**src/rtl/exception_control_unit_if.sv**
```systemverilog
// Bundle of the exception sequencer's cause inputs, memory read data and the
// datapath-override outputs; master is the sequencer, slave is the datapath side.
interface exception_control_unit_if;
  logic        OPCode_Error;
  logic        Overflow;
  logic        AllowException;
  logic        Div_Zero;
  logic [31:0] PC_In;
  logic [7:0]  Mem_Data;

  logic        Exception_Signal;
  logic [1:0]  Exc_Cause;
  logic        EPC_Write;
  logic [31:0] EPC_Value;
  logic        Exc_Mem_Sel;
  logic [31:0] Exc_Mem_Addr;
  logic        PC_Load;
  logic [31:0] New_PC;
  logic        Exception_Done;

  modport master (
    input  OPCode_Error, Overflow, AllowException, Div_Zero, PC_In, Mem_Data,
    output Exception_Signal, Exc_Cause, EPC_Write, EPC_Value, Exc_Mem_Sel,
           Exc_Mem_Addr, PC_Load, New_PC, Exception_Done
  );

  modport slave (
    output OPCode_Error, Overflow, AllowException, Div_Zero, PC_In, Mem_Data,
    input  Exception_Signal, Exc_Cause, EPC_Write, EPC_Value, Exc_Mem_Sel,
           Exc_Mem_Addr, PC_Load, New_PC, Exception_Done
  );
endinterface

```
**src/rtl/exception_control_unit.sv**
```systemverilog
// Exception sequencer: saves PC-4 to EPC, fetches the handler byte from the
// cause vector and loads it into PC, owning the datapath for 3+MEM_LATENCY cycles.
module exception_control_unit #(
  parameter int unsigned MEM_LATENCY  = 2,
  parameter int unsigned VEC_OPCODE   = 253,
  parameter int unsigned VEC_OVERFLOW = 254,
  parameter int unsigned VEC_DIVZERO  = 255
) (
  input  logic                        Clock,
  input  logic                        Reset,
  exception_control_unit_if.master    ecu
);

  typedef enum logic [2:0] {
    S_IDLE,
    S_SAVE,
    S_WAIT,
    S_LOAD,
    S_DONE
  } state_t;

  localparam logic [1:0] CAUSE_NONE     = 2'b00;
  localparam logic [1:0] CAUSE_OPCODE   = 2'b01;
  localparam logic [1:0] CAUSE_OVERFLOW = 2'b10;
  localparam logic [1:0] CAUSE_DIVZERO  = 2'b11;
  localparam logic [3:0] WAIT_LAST      = 4'(MEM_LATENCY - 1);

  state_t      state_reg;
  logic [3:0]  wait_cnt_reg;
  logic [1:0]  cause_reg;
  logic [31:0] epc_value_reg;
  logic        exc_signal_reg;
  logic        epc_write_reg;
  logic        mem_sel_reg;
  logic [31:0] mem_addr_reg;
  logic        pc_load_reg;
  logic        done_reg;

  logic [1:0]  trig_cause;
  logic        trig;

  // Fixed priority: opcode beats divide-by-zero beats qualified overflow.
  always_comb begin
    trig_cause = CAUSE_NONE;
    if (ecu.OPCode_Error)
      trig_cause = CAUSE_OPCODE;
    else if (ecu.Div_Zero)
      trig_cause = CAUSE_DIVZERO;
    else if (ecu.Overflow && ecu.AllowException)
      trig_cause = CAUSE_OVERFLOW;
  end

  assign trig = (trig_cause != CAUSE_NONE);

  function automatic logic [31:0] vector_addr(input logic [1:0] cause);
    case (cause)
      CAUSE_OPCODE:   vector_addr = 32'(VEC_OPCODE);
      CAUSE_OVERFLOW: vector_addr = 32'(VEC_OVERFLOW);
      CAUSE_DIVZERO:  vector_addr = 32'(VEC_DIVZERO);
      default:        vector_addr = 32'd0;
    endcase
  endfunction

  // Output registers are loaded with the values of the state being entered.
  always_ff @(posedge Clock) begin
    if (Reset) begin
      state_reg      <= S_IDLE;
      wait_cnt_reg   <= 4'd0;
      cause_reg      <= CAUSE_NONE;
      epc_value_reg  <= 32'd0;
      exc_signal_reg <= 1'b0;
      epc_write_reg  <= 1'b0;
      mem_sel_reg    <= 1'b0;
      mem_addr_reg   <= 32'd0;
      pc_load_reg    <= 1'b0;
      done_reg       <= 1'b0;
    end else begin
      case (state_reg)
        S_IDLE: begin
          if (trig) begin
            state_reg      <= S_SAVE;
            cause_reg      <= trig_cause;
            epc_value_reg  <= ecu.PC_In - 32'd4;
            exc_signal_reg <= 1'b1;
            epc_write_reg  <= 1'b1;
          end
        end
        S_SAVE: begin
          state_reg     <= S_WAIT;
          wait_cnt_reg  <= 4'd0;
          epc_write_reg <= 1'b0;
          mem_sel_reg   <= 1'b1;
          mem_addr_reg  <= vector_addr(cause_reg);
        end
        S_WAIT: begin
          wait_cnt_reg <= wait_cnt_reg + 4'd1;
          if (wait_cnt_reg == WAIT_LAST) begin
            state_reg   <= S_LOAD;
            pc_load_reg <= 1'b1;
          end
        end
        S_LOAD: begin
          state_reg    <= S_DONE;
          pc_load_reg  <= 1'b0;
          mem_sel_reg  <= 1'b0;
          mem_addr_reg <= 32'd0;
          done_reg     <= 1'b1;
        end
        S_DONE: begin
          state_reg      <= S_IDLE;
          exc_signal_reg <= 1'b0;
          done_reg       <= 1'b0;
        end
        default: begin
          state_reg      <= S_IDLE;
          exc_signal_reg <= 1'b0;
          epc_write_reg  <= 1'b0;
          mem_sel_reg    <= 1'b0;
          mem_addr_reg   <= 32'd0;
          pc_load_reg    <= 1'b0;
          done_reg       <= 1'b0;
        end
      endcase
    end
  end

  assign ecu.Exception_Signal = exc_signal_reg;
  assign ecu.Exc_Cause        = cause_reg;
  assign ecu.EPC_Write        = epc_write_reg;
  assign ecu.EPC_Value        = epc_value_reg;
  assign ecu.Exc_Mem_Sel      = mem_sel_reg;
  assign ecu.Exc_Mem_Addr     = mem_addr_reg;
  assign ecu.PC_Load          = pc_load_reg;
  // Handler byte is taken straight off the read bus during the load cycle.
  assign ecu.New_PC           = pc_load_reg ? {24'd0, ecu.Mem_Data} : 32'd0;
  assign ecu.Exception_Done   = done_reg;

  a_strobes_inside_sequence: assert property (
    @(posedge Clock) disable iff (Reset)
      (ecu.EPC_Write || ecu.PC_Load || ecu.Exception_Done) |-> ecu.Exception_Signal
  );

  a_single_strobe: assert property (
    @(posedge Clock) disable iff (Reset)
      $onehot0({ecu.EPC_Write, ecu.PC_Load, ecu.Exception_Done})
  );

endmodule

```
**src/flat_wrapper.sv**
```systemverilog
// flat-port wrapper written by rule: the top's interface ports become plain ports
module exception_control_unit_flat 
#(
  parameter int unsigned MEM_LATENCY  = 2,
  parameter int unsigned VEC_OPCODE   = 253,
  parameter int unsigned VEC_OVERFLOW = 254,
  parameter int unsigned VEC_DIVZERO  = 255
)
  (Clock, Reset, ecu_OPCode_Error, ecu_Overflow, ecu_AllowException, ecu_Div_Zero, ecu_PC_In, ecu_Mem_Data, ecu_Exception_Signal, ecu_Exc_Cause, ecu_EPC_Write, ecu_EPC_Value, ecu_Exc_Mem_Sel, ecu_Exc_Mem_Addr, ecu_PC_Load, ecu_New_PC, ecu_Exception_Done);
  exception_control_unit_if ecu_i ();
  input  logic Clock;
  input  logic Reset;
  input wire logic [$bits(ecu_i.OPCode_Error)-1:0] ecu_OPCode_Error;
  input wire logic [$bits(ecu_i.Overflow)-1:0] ecu_Overflow;
  input wire logic [$bits(ecu_i.AllowException)-1:0] ecu_AllowException;
  input wire logic [$bits(ecu_i.Div_Zero)-1:0] ecu_Div_Zero;
  input wire logic [$bits(ecu_i.PC_In)-1:0] ecu_PC_In;
  input wire logic [$bits(ecu_i.Mem_Data)-1:0] ecu_Mem_Data;
  output wire logic [$bits(ecu_i.Exception_Signal)-1:0] ecu_Exception_Signal;
  output wire logic [$bits(ecu_i.Exc_Cause)-1:0] ecu_Exc_Cause;
  output wire logic [$bits(ecu_i.EPC_Write)-1:0] ecu_EPC_Write;
  output wire logic [$bits(ecu_i.EPC_Value)-1:0] ecu_EPC_Value;
  output wire logic [$bits(ecu_i.Exc_Mem_Sel)-1:0] ecu_Exc_Mem_Sel;
  output wire logic [$bits(ecu_i.Exc_Mem_Addr)-1:0] ecu_Exc_Mem_Addr;
  output wire logic [$bits(ecu_i.PC_Load)-1:0] ecu_PC_Load;
  output wire logic [$bits(ecu_i.New_PC)-1:0] ecu_New_PC;
  output wire logic [$bits(ecu_i.Exception_Done)-1:0] ecu_Exception_Done;
  assign ecu_i.OPCode_Error = ecu_OPCode_Error;
  assign ecu_i.Overflow = ecu_Overflow;
  assign ecu_i.AllowException = ecu_AllowException;
  assign ecu_i.Div_Zero = ecu_Div_Zero;
  assign ecu_i.PC_In = ecu_PC_In;
  assign ecu_i.Mem_Data = ecu_Mem_Data;
  assign ecu_Exception_Signal = ecu_i.Exception_Signal;
  assign ecu_Exc_Cause = ecu_i.Exc_Cause;
  assign ecu_EPC_Write = ecu_i.EPC_Write;
  assign ecu_EPC_Value = ecu_i.EPC_Value;
  assign ecu_Exc_Mem_Sel = ecu_i.Exc_Mem_Sel;
  assign ecu_Exc_Mem_Addr = ecu_i.Exc_Mem_Addr;
  assign ecu_PC_Load = ecu_i.PC_Load;
  assign ecu_New_PC = ecu_i.New_PC;
  assign ecu_Exception_Done = ecu_i.Exception_Done;
  exception_control_unit #(.MEM_LATENCY(MEM_LATENCY), .VEC_OPCODE(VEC_OPCODE), .VEC_OVERFLOW(VEC_OVERFLOW), .VEC_DIVZERO(VEC_DIVZERO)) u_core (.Clock(Clock), .Reset(Reset), .ecu(ecu_i));
endmodule
```
**config.mk**
```make
export PLATFORM = sky130hd
export DESIGN_NAME = exception_control_unit_flat
export DESIGN_NICKNAME = d
export VERILOG_FILES = /design/src/rtl/exception_control_unit_if.sv /design/src/rtl/exception_control_unit.sv /design/src/flat_wrapper.sv
export SDC_FILE = /design/constraint.sdc
export NUM_CORES = 1
export LEC_CHECK = 0
export CORE_MARGIN = 2
export CORE_UTILIZATION = 44
export DETAILED_ROUTE_END_ITERATION = 6
export MAX_ROUTING_LAYER = met4
export PLACE_DENSITY = 0.94
export SYNTH_ARGS = -nofsm -noshare
export SYNTH_HDL_FRONTEND = slang
export SYNTH_SLANG_ARGS = --single-unit
```
**constraint.sdc**
```tcl
create_clock -name Clock -period 4.5 [get_ports Clock]
set_input_delay 0.45 -clock Clock [delete_from_list [all_inputs] [get_ports Clock]]
set_output_delay 0.45 -clock Clock [all_outputs]
set_load 0.005 [all_outputs]
```
==> results of run 1 <==
area by class of cell:
class / count / area [um2]
fill: 553 / 2570
multi-input combinational: 276 / 1620
timing repair buffer: 101 / 1010
sequential: 49 / 981
tap: 77 / 96.3
clock buffer: 6 / 72.6
inverter: 8 / 30.0
clock inverter: 2 / 10.0
power by group:
group	switching, mW	internal, mW	total, mW
clock	0.144	0.108	0.252
sequential	0.0663	0.516	0.583
combinational	0.223	0.261	0.484
routing by layer:
| metal | routed length, um | GRT usage | vias up |
|---|---|---|---|
| li1 | - | - | 1386 |
| met1 | 3020 | 0.242 | 1314 |
| met2 | 3650 | 0.329 | 112 |
| met3 | 533 | 0.0366 | 5 |
| met4 | 62 | 0.0519 | 0 |
| met5 | 0 | - | - |
critical path, stage by stage:
cell,delay (ns)
clkdlybuf4s50_1,0.47
nor4_1,0.44
nand4b_1,0.62
or4_1,0.70
a311oi_1,0.27
kinds of logic (layout without fill, tap and decap cells):
family,count (synthesis),in the layout,share of synthesized area
muxes,1,1,0.00341
xor gates and xnor gates,11,11,0.0329
and+or+nand+nor,138,138,0.251
DFF,49,49,0.335
adders and majority gates,3,3,0.0128
other,1,48,0.00128
buffers and inverters,84,117,0.176
AOI/OAI and AO/OA,75,75,0.187
through the flow:
stage                     area, um2  std cells   util  setup slack [ns]
after floorplan                3110        409      -              2.18
after global placement         3730        511  0.585              1.53
after detailed placement       3730        511  0.585              1.42
after CTS                      3820        519  0.598              1.76
after global routing           3820        519  0.598              1.57
final                          3820        519  0.598              1.75
final timing paths:
path,endpoint,depth (start not counted),from
setup reg to reg,u_core.ecu.EPC_Value[26]$_SDFFE_PP0P_,4,u_core.state_reg[2]$_SDFFE_PP0P_
setup / recovery,u_core.ecu.EPC_Value[30]$_SDFFE_PP0P_,5,ecu_PC_In[9]
hold reg to reg,u_core.ecu.EPC_Value[0]$_SDFFE_PP0P_,2,u_core.ecu.EPC_Value[0]$_SDFFE_PP0P_
hold / removal,u_core.ecu.EPC_Value[0]$_SDFFE_PP0P_,2,u_core.ecu.EPC_Value[0]$_SDFFE_PP0P_
cell usage after synthesis, drive strengths merged, types with 2 or more instances:
| cell type | instances | area share |
|---|---|---|
| a211oi | 17 | 0.044 |
| a21o | 2 | 0.0051 |
| a21oi | 11 | 0.019 |
| a22oi | 4 | 0.010 |
| a2bb2oi | 3 | 0.0090 |
| a311oi | 14 | 0.042 |
| a31o | 2 | 0.0060 |
| a31oi | 2 | 0.0043 |
| and2 | 10 | 0.021 |
| and4 | 4 | 0.012 |
| buf | 57 | 0.14 |
| clkbuf | 19 | 0.024 |
| dfxtp | 49 | 0.33 |
| ha | 3 | 0.013 |
| inv | 8 | 0.010 |
| nand2 | 14 | 0.018 |
| nand2b | 2 | 0.0043 |
| nand3 | 3 | 0.0051 |
| nand4 | 4 | 0.0085 |
| nand4b | 2 | 0.0060 |
| nor2 | 48 | 0.061 |
| nor3 | 11 | 0.019 |
| nor4 | 15 | 0.032 |
| nor4b | 2 | 0.0060 |
| o21ai | 5 | 0.0085 |
| o31ai | 9 | 0.023 |
| or2 | 2 | 0.0043 |
| or3 | 5 | 0.011 |
| or4 | 13 | 0.035 |
| xnor2 | 9 | 0.027 |
| xor2 | 2 | 0.0060 |
==> metrics.md, run 1 <==
| Metric | Value |
|---|---|
| Core area | approximately 0.0064 mm2 |
| Fin nets | just under 500 |
| Initial core utilization | 0.459 |
| Highest-count cells in the layout ignoring fill and taps | 100 x clkdlybuf4s50_1, 49 x dfxtp_1, 48 x nor2_1, 48 x conb_1, 17 x a211oi_1 |
| GRT Residual Overflow | 0 |
| CTS tree | built |
| WL/cell | roughly 14 um |
| Min-delay worst type | reg -> reg |
| Worst EP required | between 4 and 5 ns |
| CTS Hold Bufs | 0 |
| First-pass GRT wire length | about 11 mm |
| Max-slew violations | 0 |
| Clock buffer count from CTS | 5 |
| Clk root buf | clkbuf_8 |
| Maximum fanout along the worst path | 17 |
| Tot GR Track Use | 0.196 |
| Power, Total | around 1.3 mW |
| Post-DR vias/cell | ~5.4 |
| YS warnings | 0 |
| Share of post-route cells with drive strength above 1 | 0.0317 |
| Gp weighted congestion | 0.881 |
| CTS Buffer Depth | 2 |
| Number of flops mapped to enable cells by yosys | 0 |
| CP endpoint kind | register |
| Slew HR | 0.267 |
| Clock Skew | roughly 0.0044 ns |
| Syn Std Cell Area | a little under 0.003 mm2 |
| Post-CTS setup buffers | 0 |
| DR iter-0 viols | about 100 |
| Critical path class | in -> reg |
| Avg Inst Size Synth | ~8 um2 |
| R2R Setup Slk | 1.98 ns |
| Unrepaired setup endpoints after global routing | false |
| Fmax | about 0.36 GHz |
| Final setup violation count | 0 |
| Initial antenna violation count | 0 |
| Via count | about 2800 |
| Detailed Routing Iterations Pass 1 | 4 |
| Post-DP HPWL | 5.37 mm |
| Predominant post-synthesis flop cell | dfxtp_1 |
| Number of global-route vias before repair | between 2000 and 2500 |
| Rows | 29 |
| Full die area | approximately 0.0073 mm2 |
| Largest net degree at the start of global routing | 64 |
| Setup TNS Final | 0 ns |
| DRC | 0 |
| Area grow syn2layout | 30.2% |
| Flip-flop count of the largest register after layout | 32 |
| PwrDens | around 350 mW/mm2 |
| Final hold viol count | 0 |
| Final wirelength | around 7.3 mm |
| Skew-Pair Late Insertion Delay | ~0.30 ns |
| Final hold slack | roughly 0.46 ns |
| Synth async-reset ratio | 0 |
| Period minus WS final | about 2.7 ns |
| Crit path launch type | input port |
| Cells after Synth | ~360 |
| Port Buffer Count | 100 |
| Clock transition at path regs | roughly 0.09 ns |
| H-tree levels | 2 |
| # IOs | 149 |
| Worst Tran Pin Value | between 1 and 1.5 ns |
| Commonest non-fill, non-tap cell in the layout | clkdlybuf4s50_1 |
| Worst VDD drop | about 320 uV |
| Leak Pwr | 1.40 nW |
| Number of diodes | 0 |
| Yosys reg bits | between 40 and 50 |
| Arrival time at the worst endpoint | just under 3 ns |
| Post-CTS Resized | 0 |
| Outcome | completed |
| Fin crit share | 0.611 |
| Cell variety after synth | 46 |
| ANT nets after route | 0 |
| Max Cap Violations | 0 |
| Register area share after synthesis | 0.335 |
| Clk sinks | roughly 50 |
| Die width | roughly 86 um |
| DIE HEIGHT | 85.6 um |
(Power assumes the default switching activity.)
==> run 2: changes to the inputs <==
Settings changed: CORE_UTILIZATION 44 to 40, PLACE_DENSITY 0.94 to 0.87.
Clock period 4.5 ns to 2.75 ns, I/O delays scaled along.
==> run 2 against run 1 <==
  * Clock power is 110% higher
  * Largest cell class unchanged
  * Critical endpoint is now u_core.ecu.EPC_Value[27]$_SDFFE_PP0P_
  * Wire length is 5.6% higher
  * Clock-buffer cell count is 1 lower
  * Critical path type unchanged
  * Sequential power is 64% higher
  * Clock skew is 0.0044 ns higher
==> metrics.md, run 2 (synthesized netlist as in run 1, its figures left out) <==
| Metric | Value |
|---|---|
| Arrival time at the worst endpoint | 2.52 ns (was 2.96 ns) |
| Cell family with most CP delay | simple AND/OR/NAND/NOR gates (unchanged) |
| Number of diodes | 0 (unchanged) |
| CP endpoint kind | register (unchanged) |
| DR iter-0 viols | 136 (was 103) |
| Worst VDD drop | 248 uV (was 320 uV) |
| Die width | 89.6 um (was 85.6 um) |
| FILL cells | 652 (was 553) |
| Number of global-route vias before repair | 2551 (was 2384) |
| Min-delay worst type | reg -> reg (unchanged) |
| Min setup slack post-route | 0.445 ns (was 1.75 ns) |
| Layout Utilization | 0.555 (was 0.598) |
| CTS Buffer Depth | 2 (unchanged) |
| Clock Skew | 0.00874 ns (was 0.00436 ns) |
| Unrepaired setup endpoints after global routing | false (unchanged) |
| Worst Tran Pin Value | 0.685 ns (was 1.10 ns) |
| Skew-Pair Late Insertion Delay | 0.30 ns (about the same) |
| Post-DP HPWL | 5.86 mm (was 5.37 mm) |
| Tot GR Track Use | 0.185 (was 0.196) |
| Leak Pwr | 1.47 nW (was 1.40 nW) |
| Port Buffer Count | 100 (unchanged) |
| Area grow syn2layout | 35.8% (was 30.2%) |
| CTS tree | built (unchanged) |
| Fin nets | 504 (was 490) |
| Clk root buf | clkbuf_8 (unchanged) |
| Slew HR | 0.543 (was 0.267) |
| Core area | 0.00718 mm2 (was 0.00639 mm2) |
| # IOs | 149 (unchanged) |
| DRC | 0 (unchanged) |
| Via count | 2901 (was 2817) |
| Detailed Routing Iterations Pass 1 | 4 (unchanged) |
| First-pass GRT wire length | 11.5 mm (about the same) |
| Maximum fanout along the worst path | 4 (was 17) |
| Clock transition at path regs | 0.09 ns (about the same) |
| Setup TNS Final | 0 ns (unchanged) |
| Fin crit share | 0.838 |
| Fmax | ~0.43 GHz |
| Final wirelength | 7.67 mm (was 7.27 mm) |
| Rows | 31 (was 29) |
| WL/cell | 13.8 um (was 14.0 um) |
| Clk sinks | 49 (unchanged) |
| H-tree levels | 2 (unchanged) |
| Final hold viol count | 0 (unchanged) |
| ANT nets after route | 0 (unchanged) |
| Share of post-route cells with drive strength above 1 | 0.0636 (was 0.0317) |
| Worst slack at placement | 0.104 ns (was 1.42 ns) |
| Commonest non-fill, non-tap cell in the layout | clkdlybuf4s50_1 (unchanged) |
| Initial antenna violation count | 0 (unchanged) |
| Period minus WS final | approximately 2.3 ns |
| Post-CTS Resized | 0 (unchanged) |
| Final setup violation count | 0 (unchanged) |
| Largest net degree at the start of global routing | 50 (was 64) |
| Initial core utilization | 0.409 (was 0.459) |
| Max-slew violations | 0 (unchanged) |
| Post-CTS setup buffers | 0 (unchanged) |
| Post-DR vias/cell | 5.23 (was 5.43) |
| GRT Residual Overflow | 0 (unchanged) |
| CP max stage delay | 0.62 ns (was 0.70 ns) |
| Highest-count cells in the layout ignoring fill and taps | 100 x clkdlybuf4s50_1, 49 x dfxtp_1, 48 x nor2_1, 48 x conb_1, 17 x a211oi_1 (unchanged) |
| Buf/Inv on CP | 1 (unchanged) |
| Critical path class | in -> reg (unchanged) |
| Clock buffer count from CTS | 5 (unchanged) |
| CTS Hold Bufs | 0 (unchanged) |
| Full die area | 0.00803 mm2 (was 0.00733 mm2) |
| Outcome | completed (unchanged) |
| Gp weighted congestion | 0.840 (was 0.881) |
| Flip-flop count of the largest register after layout | 32 (unchanged) |
| Worst path cell trace | clkdlybuf4s50_1 > or4_1 > or4_4 > or4_1 > a311oi_1 (was clkdlybuf4s50_1 > nor4_1 > nand4b_1 > or4_1 > a311oi_1) |
| DIE HEIGHT | 89.6 um (was 85.6 um) |
| Crit path max-delay cell type | or4_1 (unchanged) |
| Worst path most repeated cell | or4_1 |
| Max Cap Violations | 0 (unchanged) |
| Worst EP required | 2.97 ns (was 4.71 ns) |
| Crit path launch type | input port (unchanged) |
| PwrDens | 579 mW/mm2 (was 345 mW/mm2) |
==> run 2: cell type report <==
| class | count | area (um2) | share of cell area |
|---|---|---|---|
| clock buffers | 5 | 68.8 | 0.0173 |
| clock inverters | 3 | 46.3 | 0.0116 |
| inverters | 8 | 30.0 | 0.00754 |
| multi-input cells | 276 | 1620 | 0.406 |
| flip-flops and latches | 49 | 981 | 0.246 |
| well taps | 99 | 124 | 0.0311 |
| repair buffers | 115 | 1110 | 0.280 |
==> run 2: worst paths after layout <==
| path | cells past startpoint | slack, ns | start | end |
|---|---|---|---|---|
| max reg2reg | 6 | 0.61 | u_core.state_reg[0]$_SDFFE_PP0P_ | u_core.ecu.EPC_Value[14]$_SDFFE_PP0P_ |
| min reg2reg | 2 | 0.46 | u_core.ecu.EPC_Value[1]$_SDFFE_PP0P_ | u_core.ecu.EPC_Value[1]$_SDFFE_PP0P_ |
| max | 5 | 0.44 | ecu_PC_In[21] | u_core.ecu.EPC_Value[27]$_SDFFE_PP0P_ |
| min | 2 | 0.46 | u_core.ecu.EPC_Value[1]$_SDFFE_PP0P_ | u_core.ecu.EPC_Value[1]$_SDFFE_PP0P_ |
==> run 2: per-layer routing <==
layer	routed length (um)	part of all wire	global-route usage
met1	3070	0.40	0.203
met2	3940	0.51	0.336
met3	606	0.079	0.0466
met4	57	0.0074	0.0353
met5	0	0	-
==> run 2: per-stage QoR <==
| step | area, um2 | instances | hold WS (ns) | power (mW) |
|---|---|---|---|---|
| after global routing | 3980 | 555 | 0.494 | 2.44 |
| after floorplan | 3110 | 409 | 0.371 | 1.39 |
| after global placement | 3870 | 547 | 0.444 | 1.76 |
| after detailed placement | 3870 | 547 | 0.456 | 1.79 |
| after CTS | 3980 | 555 | 0.469 | 2.31 |
| final | 3980 | 555 | 0.463 | 2.30 |
==> run 2: worst register-to-register path, delay by kind of cell (launching register included) <==
family | cells | cell delay (ns)
AOI/OAI and AO/OA | 1 | 0.20
buffers and inverters | 2 | 0.50
DFF | 1 | 0.47
and+or+nand+nor | 3 | 0.90
==> run 2: power by group <==
part / leakage [nW] / total [mW] / switching, mW / internal (mW)
sequential: 0.405 / 0.958 / 0.113 / 0.845
clock: 0.0543 / 0.528 / 0.255 / 0.273
combinational: 1.01 / 0.819 / 0.373 / 0.446
